### config.mk
export PLATFORM = sky130hd
export DESIGN_NAME = core_sequencer
export DESIGN_NICKNAME = d
export VERILOG_FILES = /design/src/rtl/core_sequencer.sv
export SDC_FILE = /design/constraint.sdc
export NUM_CORES = 1
export LEC_CHECK = 0
export BUFFER_PORTS_ARGS = -buffer_cell sky130_fd_sc_hd__clkbuf_2
export CAP_MARGIN = 10
export CORE_ASPECT_RATIO = 0.7
export CORE_MARGIN = 3
export CORE_UTILIZATION = 45
export DETAILED_ROUTE_END_ITERATION = 8
export PLACE_DENSITY = 0.73
export SLEW_MARGIN = 20
export SYNTH_ARGS = -nofsm -noshare
export SYNTH_HDL_FRONTEND = slang
export SYNTH_SLANG_ARGS = --single-unit
export TNS_END_PERCENT = 100
### constraint.sdc
create_clock -name clk -period 3.7 [get_ports clk]
set_input_delay 0.185 -clock clk [delete_from_list [all_inputs] [get_ports clk]]
set_output_delay 0.185 -clock clk [all_outputs]
set_load 0.01 [all_outputs]
### src/rtl/core_sequencer.sv
// core_sequencer: per-core instruction sequencer.
// Steps each instruction through FETCH, DECODE, REQUEST, WAIT, EXECUTE and UPDATE.
// Memory ops stall in WAIT until every active lane reports completion.
// UPDATE commits the lowest active lane's next PC and flags lane disagreement.
// A RET retires the block into a sticky DONE state.
module core_sequencer #(
    parameter int THREADS_PER_BLOCK = 4,
    parameter int PC_BITS           = 8
) (
    input  logic                                 clk,
    input  logic                                 reset,
    input  logic                                 start,
    input  logic [THREADS_PER_BLOCK-1:0]         thread_enable,
    input  logic                                 fetch_valid,
    input  logic                                 decoded_mem_read_enable,
    input  logic                                 decoded_mem_write_enable,
    input  logic                                 decoded_smem_read_enable,
    input  logic                                 decoded_smem_write_enable,
    input  logic                                 decoded_ret,
    input  logic [THREADS_PER_BLOCK-1:0]         lsu_done,
    input  logic [THREADS_PER_BLOCK*PC_BITS-1:0] next_pc,
    output logic [2:0]                           core_state,
    output logic [PC_BITS-1:0]                   current_pc,
    output logic                                 fetch_req,
    output logic                                 done,
    output logic                                 diverged,
    output logic [15:0]                          instr_count
);

    typedef enum logic [2:0] {
        S_IDLE    = 3'b000,
        S_FETCH   = 3'b001,
        S_DECODE  = 3'b010,
        S_REQUEST = 3'b011,
        S_WAIT    = 3'b100,
        S_EXECUTE = 3'b101,
        S_UPDATE  = 3'b110,
        S_DONE    = 3'b111
    } state_t;

    state_t                       state_q, state_d;
    logic [THREADS_PER_BLOCK-1:0] mask_q, mask_d;
    logic [PC_BITS-1:0]           pc_q, pc_d;
    logic                         div_q, div_d;
    logic [15:0]                  cnt_q, cnt_d;

    logic                         mem_op;
    logic                         lanes_ready;
    logic [PC_BITS-1:0]           lead_pc;
    logic                         lead_found;
    logic                         any_diff;

    assign mem_op      = decoded_mem_read_enable  | decoded_mem_write_enable |
                         decoded_smem_read_enable | decoded_smem_write_enable;
    assign lanes_ready = ((lsu_done & mask_q) == mask_q);

    // Pick the lowest active lane's next PC and detect whether any active lane disagrees.
    always_comb begin
        lead_pc    = '0;
        lead_found = 1'b0;
        any_diff   = 1'b0;
        for (int unsigned i = 0; i < THREADS_PER_BLOCK; i++) begin
            if (mask_q[i] && !lead_found) begin
                lead_pc    = next_pc[i*PC_BITS +: PC_BITS];
                lead_found = 1'b1;
            end
        end
        for (int unsigned i = 0; i < THREADS_PER_BLOCK; i++) begin
            if (mask_q[i] && (next_pc[i*PC_BITS +: PC_BITS] != lead_pc)) begin
                any_diff = 1'b1;
            end
        end
    end

    // State and datapath registers; reset discards all in-flight state.
    always_ff @(posedge clk or posedge reset) begin
        if (reset) begin
            state_q <= S_IDLE;
            mask_q  <= '0;
            pc_q    <= '0;
            div_q   <= 1'b0;
            cnt_q   <= '0;
        end else begin
            state_q <= state_d;
            mask_q  <= mask_d;
            pc_q    <= pc_d;
            div_q   <= div_d;
            cnt_q   <= cnt_d;
        end
    end

    // Next-state logic for the instruction pipeline walk.
    always_comb begin
        state_d = state_q;
        unique case (state_q)
            S_IDLE: begin
                if (start) begin
                    state_d = (thread_enable != '0) ? S_FETCH : S_DONE;
                end
            end
            S_FETCH:   if (fetch_valid) state_d = S_DECODE;
            S_DECODE:  state_d = S_REQUEST;
            S_REQUEST: state_d = S_WAIT;
            S_WAIT:    if (!mem_op || lanes_ready) state_d = S_EXECUTE;
            S_EXECUTE: state_d = S_UPDATE;
            S_UPDATE:  state_d = decoded_ret ? S_DONE : S_FETCH;
            S_DONE:    state_d = S_DONE;
            default:   state_d = S_IDLE;
        endcase
    end

    // Datapath updates: block launch loads the mask and clears the PC; UPDATE commits.
    always_comb begin
        mask_d = mask_q;
        pc_d   = pc_q;
        div_d  = div_q;
        cnt_d  = cnt_q;
        if (state_q == S_IDLE && start && thread_enable != '0) begin
            mask_d = thread_enable;
            pc_d   = '0;
        end
        if (state_q == S_UPDATE) begin
            cnt_d = (cnt_q == 16'hFFFF) ? cnt_q : cnt_q + 16'd1;
            if (!decoded_ret) begin
                pc_d  = lead_pc;
                div_d = any_diff;
            end
        end
    end

    // Outputs decoded from the current state and registers.
    always_comb begin
        core_state  = state_q;
        fetch_req   = (state_q == S_FETCH);
        done        = (state_q == S_DONE);
        current_pc  = pc_q;
        diverged    = div_q;
        instr_count = cnt_q;
    end

endmodule

== After elaboration in Yosys (flattened, before gate mapping) ==
Cells that the tools add are included.

* Add/subtract/negate cells: 1
* Equality and inequality tests: 16
* Muxes and demuxes: 20
* Bitwise logic cells: 6
* Reduce and logical (&&, ||, !) cells: 19

{| class="wikitable"
|+ Operators by type and width
! operator !! number
|-
| 2-to-1 mux 8 bit || 7
|-
| inequality test 8 bit || 4
|-
| case mux 3 bit (8 select lines) || 1
|-
| adder 16 x 1 -> 16 bit, second input constant || 1
|-
| equality test 16 bit, second input constant || 1
|-
| 2-to-1 mux 3 bit || 5
|-
| equality test 3 bit, second input constant || 4
|-
| logical AND 1 bit || 9
|-
| 2-to-1 mux 1 bit || 7
|-
| equality test 3 x 2 -> 1 bit, second input constant || 2
|-
| inequality test 2 bit, second input constant || 3
|-
| bitwise AND 4 bit || 1
|-
| equality test 4 bit || 1
|-
| zero test 1 bit || 4
|-
| AND reduction 2 bit || 2
|-
| nonzero test 4 bit || 1
|-
| equality test 3 x 1 -> 1 bit, second input constant || 1
|-
| zero test 3 bit || 1
|-
| bitwise OR 1 bit || 3
|-
| AND reduction 3 bit || 1
|-
| NOT 1 bit || 2
|-
| logical OR 1 bit || 1
|}

* Bits in registers: 32
* Input port bits: 49
* Output and inout bits: 30
* Logic and storage cells: 67

== Longest topological paths before layout ==
* Depth after elaboration: 16
* Gate-level depth with buffers: 9
* Depth with buffers taken out: 7

== Worst setup path after synthesis ==
No wires, ideal clock.

* Path type: register -> register
* From: register mask_q[0]
* To: register div_q (netlist: diverged)
* Data arrival time: 2149 ps
* Data required time: 3569 ps
* Setup slack: 1420 ps
* Stages on the path, launching flop included: 10
* Buffers on the path: 2
* Period minus slack after synthesis: 2280 ps
* Path through: dfrtp_1 > buf_6 > nor4b_4 > buf_6 > o2111ai_1 > o221ai_1 > o31ai_1 > a2111oi_1 > a31oi_1 > or3_1

* Longest elaborated chain between the ends: 16
* Elaborated cells on any way between the ends: 25
* Classes of those cells: eq/ne (4); mux (11); reduce/logical (10)

{| class="wikitable"
|+ RTL lines
! element !! line !! RTL
|-
| from (decl) || 42 || <nowiki>logic [THREADS_PER_BLOCK-1:0] mask_q, mask_d;</nowiki>
|-
| from (signal assigned) || 85 || <nowiki>mask_q <= mask_d;</nowiki>
|-
| 2-to-1 mux 1 bit || 63 || <nowiki>if (mask_q[i] && !lead_found) begin</nowiki>
|-
| zero test 1 bit || 63 ||
|-
| logical AND 1 bit || 63 ||
|-
| 2-to-1 mux 1 bit || 63 ||
|-
| zero test 1 bit || 63 ||
|-
| logical AND 1 bit || 63 ||
|-
| 2-to-1 mux 1 bit || 63 ||
|-
| zero test 1 bit || 63 ||
|-
| logical AND 1 bit || 63 ||
|-
| 2-to-1 mux 8 bit || 63 ||
|-
| inequality test 8 bit || 69 || <nowiki>if (mask_q[i] && (next_pc[i*PC_BITS +: PC_BITS] != lead_pc)) begin</nowiki>
|-
| logical AND 1 bit || 69 ||
|-
| 2-to-1 mux 1 bit (3 in a row) || 69 ||
|-
| 2-to-1 mux 1 bit (*) || 69 ||
|-
| to (signal assigned) || 87 || <nowiki>div_q <= div_d;</nowiki>
|-
| to (decl) || 44 || <nowiki>logic div_q, div_d;</nowiki>
|}

Mark *: on every way between the ends. The rest lies on a longest branch, timed or not.
A chain may end at the register's enable or synchronous reset.

== Worst setup path in the final report ==
Ends and elaborated chain as after synthesis.

==> run_results.csv <==
group,metric,value,unit
drt,ant_nets,0,
sta,fin_crit_sh,87.3,%
worst_setup_path,required,3860,ps
global_routing,via_count_of_the_first_global_routing_pass,2183,
drt,detailedRoute.firstIterationViolations,207,
clock_tree,cts_tree,"done",
clock_tree,cts.htree.levels,2,
global_routing,globalRoute.busiestLayer,"met1",
drt,drt-pass1-iter-count,5,
sta,final_hold_violating_endpoints,0,
placed_design,total_placed_instance_area,2770,um2
logic_synthesis,post_synth_fa_ha_maj_area_fraction,0.532,%
sta,max-slew-margin-rel,45.8,%
logic_synthesis,synth.area.mux_share,2.82,%
die,die_ar,6140,um2
worst_setup_path,critPathBufInv,0,
power_and_ir_drop,p_leak,0.00137,uW
sta,finalMaxSlewViolations,0,
global_routing,initial_antenna_violation_count,0,
logic_synthesis,synth_warnings,0,
worst_setup_path,timing.critical_path.max_delay_family,"compound AO/OA/AOI/OAI gates",
flow_run,max_cap_violations,0,
finish,final_area,2910,um2
die,die_y,66.5,um
logic_synthesis,synth_edf_count,0,
global_routing,grt_first_pass_wirelength,10800,um
logic_synthesis,syn-mean-instance-area,8.65,um2
outcome,status,"finished, final reports clean",
sta,finalSetupTns,0,ps
placed_design,dpl_worst_slack,555,ps
placed_design,place.gp.congestion,1.02,
clock_tree,clock_tree.root_cell,"clkbuf_8",
global_routing,grt_usage,22.6,%
power_and_ir_drop,ir_worst_vdd,0.315,mV
global_routing,groute.layer.met1.usage,34.1,%
sta,timing.final.crit_period,3230,ps
finish,final_layout_size_suffix_gt1_share,28.7,%
worst_setup_path,cp_cell_sequence,"nor4b_4 > o2111ai_1 > o221ai_1 > o31ai_1 > a2111oi_1 > a31oi_1 > or3_1",
finish,nNetsFinal,398,
logic_synthesis,synth_top_family_by_area,"simple AND/OR/NAND/NOR gates",
global_routing,grt.overflow.total,0,
logic_synthesis,synth.yosys.seq_area_share,34.0,%
drt,avgViaCountPerCell,5.70,
logic_synthesis,synth-compound-area-share,22.8,%
logic_synthesis,post-synth-top-area-cell,"dfrtp_1",
die,initial_utilization,47.9,%
clock_tree,clockBufferDepth,2,
sta,timing_worst_slew_pin_value,813,ps
global_routing,globalRouteMet2Util,31.2,%
logic_synthesis,synth_xor_area_share,10.8,%
clock_tree,cts_buffers,5,
logic_synthesis,synth_nets,322,
finish,most_common_cell_after_layout_fill_and_taps_aside,"clkbuf_2",
die,ios,79,
clock_tree,cts-hold-fix-buffers,1,
worst_setup_path,worst-path-stages,7,
sta,clock-skew-final,9.23,ps
worst_setup_path,worst_path_max_delay_cell,"nor4b_4",
worst_setup_path,critical-path-max-stage-delay,750,ps
sta,rsz0062_at_grt,"false",
finish,n_antenna_cell,0,
sta,setup_violations,0,
power_and_ir_drop,pwr_density_cell,719,nW/um2
logic_synthesis,syn-cell-area,2350,um2
worst_setup_path,critical_path.max_fanout,25,
sta,max_clock_freq,0.309,GHz
die,dieWidth,92.4,um
worst_setup_path,timing.setup.critical_path_class,"flip-flop to flip-flop",
logic_synthesis,synthesis.instances,272,
die,rows,21,
clock_tree,cts.repair_timing.setup_buffer_count,0,
logic_synthesis,yosysTopAreaCellShare,34.0,%
worst_setup_path,reg2reg_depth,7,
clock_tree,clk_latency,280,ps
logic_synthesis,yosys.cell_types.count,57,
finish,fin_cells,418,
power_and_ir_drop,design_power_total,2090,uW
clock_tree,worst_setup_hold_path_clk_slew,70,ps
logic_synthesis,yosys_most_used_dff,"dfrtp_1",
global_routing,gr_layer_usage_met3,6.66,%
logic_synthesis,synth-async-reset-ratio,100,%
worst_hold_path,worst_hold_path_type,"primary input to flip-flop",
worst_setup_path,critical_path.endpoint_type,"flip-flop",
drt,wl_per_cell,16.4,um
drt,post-route-drc-count,0,
finish,final_cell_mix,"clkbuf_2, dfrtp_1, nand2_1",
placed_design,place.port_buffers,78,
drt,finalWirelength,6860,um
placed_design,detailedPlacementHpwl,5420,um
drt,via_count,2384,
clock_tree,cts.repair.resized,0,
die,floorplan.core_area,4910,um2
worst_hold_path,whs_path_depth,2,
sta,setup_ws,469,ps
logic_synthesis,ys_seq_elements,32,
global_routing,grt_start_max_net_pins,33,
logic_synthesis,netlist_top_cells_area,"dfrtp_1, xnor2_1, xor2_1",
logic_synthesis,yosys.area_share.simple,22.9,%
worst_setup_path,worst_setup_path_start_kind,"flip-flop",
clock_tree,clk_sink_count,32,
worst_setup_path,timing.critical_path.arrival,3390,ps
placed_design,dpl.cell_count,409,
finish,area_delta_synth_final,23.7,%
[logic make-up after synthesis]
group | after synthesis
compound gates | 75
xor+xnor | 29
fa+ha+maj | 1
buf+inv | 31
flops | 32
mux | 6
simple gates | 98
[power breakdown]
| part | internal, uW | switching, uW |
|---|---|---|
| clock network | 238 | 128 |
| logic | 481 | 594 |
| registers | 448 | 203 |
| total | 1170 | 925 |
[synth_stat cells (2+ instances only)]
cell type	number
o21ai_0	15
or4_1	2
o221ai_1	3
o211ai_1	2
nand3_1	7
mux2_2	5
nor3b_1	5
buf_6	3
nor4_1	5
a21o_1	3
nor3_1	4
o31a_1	2
nor2b_1	4
inv_1	18
dfrtp_1	32
a221oi_1	2
xor2_1	11
nand3b_1	4
nand4_1	7
and4_1	2
and3_1	3
a21oi_1	10
or3_1	4
nand2b_1	7
a22o_1	5
nand2_1	24
o22ai_1	6
buf_2	2
o32ai_1	2
clkbuf_1	7
a31oi_1	7
xnor2_1	18
a2111oi_0	2
nor2_1	15
o31ai_1	2
[final cells by class]
class | count | area, um2
Tap cell | 69 | 86.3
Clock inverter | 1 | 30.0
Timing Repair Buffer | 82 | 423
Multi-Input combinational cell | 209 | 1410
Fill cell | 458 | 2000
Inverter | 18 | 67.6
Sequential cell | 32 | 801
Clock buffer | 7 | 96.3
[sequential cells by signal (all words and copies together), names as in the netlist]
register	cells
instr_count	16
diverged	1
current_pc	8
mask_q	4
core_state	3
[stage by stage]
step / utilization (%) / hold WS [ps]
2_1_floorplan: - / 301
3_3_place_gp: 56.5 / 266
3_5_place_dp: 56.5 / 281
4_1_cts: 59.2 / 147
5_1_grt: 59.2 / 149
6_report: 59.2 / 156
[worst paths after layout]
check,slack [ps],startpoint,endpoint
min,160,thread_enable[1],mask_q[1]
max in group asynchronous,2880,reset,current_pc[1]
min reg2reg,480,current_pc[6],current_pc[6]
min in group asynchronous,520,reset,instr_count[5]
max reg2reg,470,mask_q[0],diverged
max,470,mask_q[0],diverged
[layer usage]
layer  share of wire, %  wire, um  up-vias
met5                  0         0        -
met4               0.71        49        0
met3                 11       730        9
met2                 40      2760      125
met1                 48      3330     1100
li1                   -         -     1150
(Power assumes the default switching activity.)
